`src/rtl/mux41_rr_arbiter.sv`:
```
// Four-way round-robin arbiter with a registered grant/select and a data mux.
// Each grant is held until its requester drops, signals last, or reaches HOLD_MAX cycles.
module mux41_rr_arbiter #(
  parameter int unsigned DW       = 2,
  parameter int unsigned HOLD_MAX = 4
) (
  input  logic            clk,
  input  logic            rst,
  input  logic            en,
  input  logic [3:0]      req,
  input  logic [3:0]      last,
  input  logic [4*DW-1:0] din,
  output logic [3:0]      gnt,
  output logic [1:0]      sel,
  output logic [DW-1:0]   dout,
  output logic            valid
);

  localparam logic [0:0] StIdle  = 1'b0;
  localparam logic [0:0] StGrant = 1'b1;

  localparam logic [3:0] HoldMax = 4'(HOLD_MAX);

  logic [0:0] state_q, state_d;
  logic [3:0] gnt_q, gnt_d;
  logic [1:0] sel_q, sel_d;
  logic [3:0] cnt_q, cnt_d;
  logic [1:0] ptr_q, ptr_d;

  logic [1:0] win;
  logic       launch;
  logic       release_now;

  // Search starts just after the most recent winner, so that winner comes last.
  always_comb begin
    logic       found;
    logic [1:0] idx;
    win   = ptr_q;
    found = 1'b0;
    idx   = ptr_q;
    for (int k = 1; k <= 4; k++) begin
      idx = ptr_q + 2'(k);
      if (!found && req[idx]) begin
        win   = idx;
        found = 1'b1;
      end
    end
  end

  assign launch      = en && (req != 4'b0000);
  assign release_now = !req[sel_q] || last[sel_q] || (cnt_q == HoldMax);

  always_comb begin
    state_d = state_q;
    gnt_d   = gnt_q;
    sel_d   = sel_q;
    cnt_d   = cnt_q;
    ptr_d   = ptr_q;
    unique case (state_q)
      StIdle: begin
        if (launch) begin
          state_d = StGrant;
          gnt_d   = 4'b0001 << win;
          sel_d   = win;
          ptr_d   = win;
          cnt_d   = 4'd1;
        end
      end
      StGrant: begin
        if (release_now) begin
          if (launch) begin
            gnt_d = 4'b0001 << win;
            sel_d = win;
            ptr_d = win;
            cnt_d = 4'd1;
          end else begin
            // sel keeps its last value while idle
            state_d = StIdle;
            gnt_d   = 4'b0000;
            cnt_d   = 4'd0;
          end
        end else if (cnt_q != HoldMax) begin
          cnt_d = cnt_q + 4'd1;
        end
      end
      default: begin
        state_d = StIdle;
        gnt_d   = 4'b0000;
        cnt_d   = 4'd0;
      end
    endcase
  end

  always_ff @(posedge clk) begin
    if (!rst) begin
      state_q <= StIdle;
      gnt_q   <= 4'b0000;
      sel_q   <= 2'd0;
      cnt_q   <= 4'd0;
      ptr_q   <= 2'd3;
    end else begin
      state_q <= state_d;
      gnt_q   <= gnt_d;
      sel_q   <= sel_d;
      cnt_q   <= cnt_d;
      ptr_q   <= ptr_d;
    end
  end

  assign gnt   = gnt_q;
  assign sel   = sel_q;
  assign valid = |gnt_q;

  always_comb begin
    dout = '0;
    if (valid) dout = din[DW*int'(sel_q) +: DW];
  end

endmodule
```
`config.mk`:
```
export PLATFORM = sky130hd
export DESIGN_NAME = mux41_rr_arbiter
export DESIGN_NICKNAME = d
export VERILOG_FILES = /design/src/rtl/mux41_rr_arbiter.sv
export SDC_FILE = /design/constraint.sdc
export NUM_CORES = 1
export LEC_CHECK = 0
export ABC_AREA = 1
export ABC_CLOCK_PERIOD_IN_PS = 2000
export BUFFER_PORTS_ARGS = -buffer_cell sky130_fd_sc_hd__buf_2
export CAP_MARGIN = 20
export CORE_ASPECT_RATIO = 0.9
export CORE_MARGIN = 2
export CORE_UTILIZATION = 50
export DETAILED_ROUTE_END_ITERATION = 8
export PLACE_DENSITY = 0.84
export RECOVER_POWER = 100
export REMOVE_ABC_BUFFERS = 1
export SYNTH_ARGS = -nofsm -noshare
export SYNTH_HDL_FRONTEND = slang
export SYNTH_SLANG_ARGS = --single-unit
```
`constraint.sdc`:
```
create_clock -name clk -period 2 [get_ports clk]
set_clock_uncertainty 0.05 [all_clocks]
set_input_delay 0.2 -clock clk [delete_from_list [all_inputs] [get_ports clk]]
set_output_delay 0.2 -clock clk [all_outputs]
set_load 0.05 [all_outputs]
```
==> out/results.md <==
| Metric | This run |
|---|---|
| Post-placement worst setup slack | 268 ps |
| Status | finished, final reports clean |
| Overflow after GRT | 0 |
| Flip-flop and latch count after synthesis | 13 |
| Leading area contributor after synthesis | dfxtp_1 |
| Hpwl dp | 1780 um |
| Post-layout min period | 1810 ps |
| Std-Cell Rows | 15 |
| Most common cell in the synthesized netlist | nand2_1 |
| Number of global-route vias before repair | 914 |
| Signal arrival time at the worst endpoint | 1560 ps |
| WHS Path Cells | 2 |
| I/O pins | 28 |
| Hold-fix buffers, CTS | 0 |
| Register area share after synthesis | 0.268 |
| Synth top area share | 0.268 |
| Source-to-sink clock delay at the later pin of the worst-skew pair | 280 ps |
| Final-report max-slew violation count | 0 |
| Number of fill cells | 199 |
| Iteration-0 DRC count of the detailed router | 24 |
| Critical Path Sink Type | output port |
| Unrepaired setup endpoints after global routing | no |
| Ys flop type | dfxtp_1 |
| NumNets Final | 214 |
| Number of clock sinks seen by CTS | 13 |
| Total clock buffers created by CTS | 3 |
| Final Setup Violations | 0 |
| Crit path setup slack, layout | 186 ps |
| Cells after Synth | 163 |
| Count of buffers inserted at the top-level ports | 27 |
| Die outline width | 50.5 um |
| Startpoint type of the worst setup path | register |
| Wire length of the first global-routing pass | 3720 um |
| CTS tree | done |
| EDFF count, synth | 0 |
| Diodes inserted | 0 |
| Maximum clock frequency | 0.551 GHz |
| Fin crit share | 0.907 |
| Average wire length per cell after detail routing | 10.3 um |
| Placeable core region | 1880 sq um |
| Worst Path Class, Setup | reg -> out |
| Total count of hold-check failures in the final report | 0 |
| Post-DR vias/cell | 4.98 |
| Initial antenna violation count | 0 |
| CTS Buffer Depth | 2 |
| Count of non-filler cells in the finished layout | 217 |
| Relative slew margins | 0.578 |
| Worst Hold Class | in -> reg |
| Count of synthesis-stage warnings from yosys | 0 |
| Worst Hold Slack | 123 ps |
| Largest net degree at the start of global routing | 12 |
| IR Drop Worst-Case VDD | 0.731 mV |
| Top post-synthesis cells by area | dfxtp_1 27%, nand2_1 16%, nand3_1 11% |
| Post-synthesis cell area | 972 sq um |
| Synth async-reset ratio | 0 |
| Mean instance size in the synthesized netlist | 5.96 sq um |
| Pin slew with the least headroom to its limit | 627 ps |
| Gpl congestion | 0.907 |
| Number of nets with antenna violations after detailed routing | 0 |
| Layout cells sized above 1 | 0.188 |
| Buffer count from post-CTS setup fixing | 0 |
| Endpoint required time on the critical path | 1750 ps |
| Max-cap violations | 0 |
| Effective utilization at floorplan | 0.518 |
| Vias | 1080 |
| List of most frequent post-synthesis cells | 41 x nand2_1, 25 x inv_1, 21 x nand3_1 |
| DIE AREA | 2310 sq um |
| DP Cell Count | 213 |
| Reg clk slew, reported paths | 80 ps |
| Number of distinct library cell variants in the gate-level netlist after synthesis | 19 |
| Die boundary height | 45.8 um |
| Power consumption | 1.09 mW |
| Total Routed Length | 2230 um |
| Relative area change from synthesis to final layout | 16.5% |
| Final setup TNS | 0 ps |
| Areal power density over the cells | 967 nW/um^2 |
| Combined global-route utilization of all metal layers | 0.212 |
| Critical path fanouts, max | 3 |
| Clock root buffer master | clkbuf_4 |
| Number of levels the H-tree was split into | 1 |
| Static leakage | 0.604 nW |
| Number of cells on the worst reg-to-reg path | 12 |
| Remaining design rule violation count | 0 |
| Detailed-routing iteration count for the pre-antenna-repair pass | 4 |
==> report_power, final <==
part	leakage [nW]	internal [mW]	total (mW)	switching [mW]
registers	0.107	0.293	0.331	0.0377
logic	0.482	0.163	0.600	0.437
clock network	0.0150	0.0774	0.163	0.0860
==> area by class of cell <==
class	count	area, sq um	share of cell area
clock buffer	4	26.3	0.0232
inverter	27	101	0.0895
multi-input combinational	120	577	0.509
sequential	13	262	0.231
tap	25	31.3	0.0276
timing repair buffer	28	135	0.119
==> what timing repair did <==
item,CTS,global route
setup endpoints to repair,0,1
gates resized for setup,0,1
hold endpoints to repair,0,0
==> layer usage <==
metal,wire length [um],share of wire,up-vias,GRT usage
met3,169,0.076,0,0.0757
met1,1080,0.48,473,0.276
met2,980,0.44,34,0.355
met5,0,0,-,0
met4,0,0,0,0.0162
li1,-,-,573,-
==> state kept, by name, indices dropped and copies added, names as in the netlist <==
register and flops:
cnt_q 4, sel 2, state_q 1, gnt 4
ptr_q 2
==> layout by cell type (no fill, tap or decap) <==
master    instances
o21ai_0           7
inv_1            25
clkbuf_4          3
dfxtp_2           1
xor2_1            1
nand2_4           2
inv_2             2
nand3b_1          2
buf_2            18
nand2_2           6
dfxtp_1          12
clkbuf_1          7
o211ai_1          3
nor4_1            1
nand3_1          22
a21oi_1          11
ha_1              2
nand2_1          42
nor2_1           20
or2_0             1
clkbuf_2          3
buf_4             1
==> final timing paths <==
path | slack [ps] | from | to
setup / recovery | 190 | gnt[0] | dout[1]
hold / removal | 120 | rst | ptr_q[1]
setup reg to reg | 270 | cnt_q[0] | gnt[1]
hold reg to reg | 420 | cnt_q[3] | cnt_q[3]
==> worst max-delay path, cell delays in order, from the launching register on <==
cell and delay [ps]:
dfxtp_1 340, nor4_1 590, a21oi_1 90, clkbuf_2 270
==> per-stage QoR <==
stage | utilization | instance area (sq um)
6_report | 0.603 | 1130
5_1_grt | 0.603 | 1130
4_1_cts | 0.611 | 1150
3_5_place_dp | 0.597 | 1120
2_1_floorplan | - | 946
3_3_place_gp | 0.597 | 1120
==> kinds of logic after synthesis <==
family	count (synthesis)	synth area share
simple gates	96	0.450
compound gates	21	0.116
fa+ha+maj	2	0.0257
flops	13	0.268
buf+inv	30	0.131
xor+xnor	1	0.00901
No activity file was read; power rests on OpenSTA's default activity.
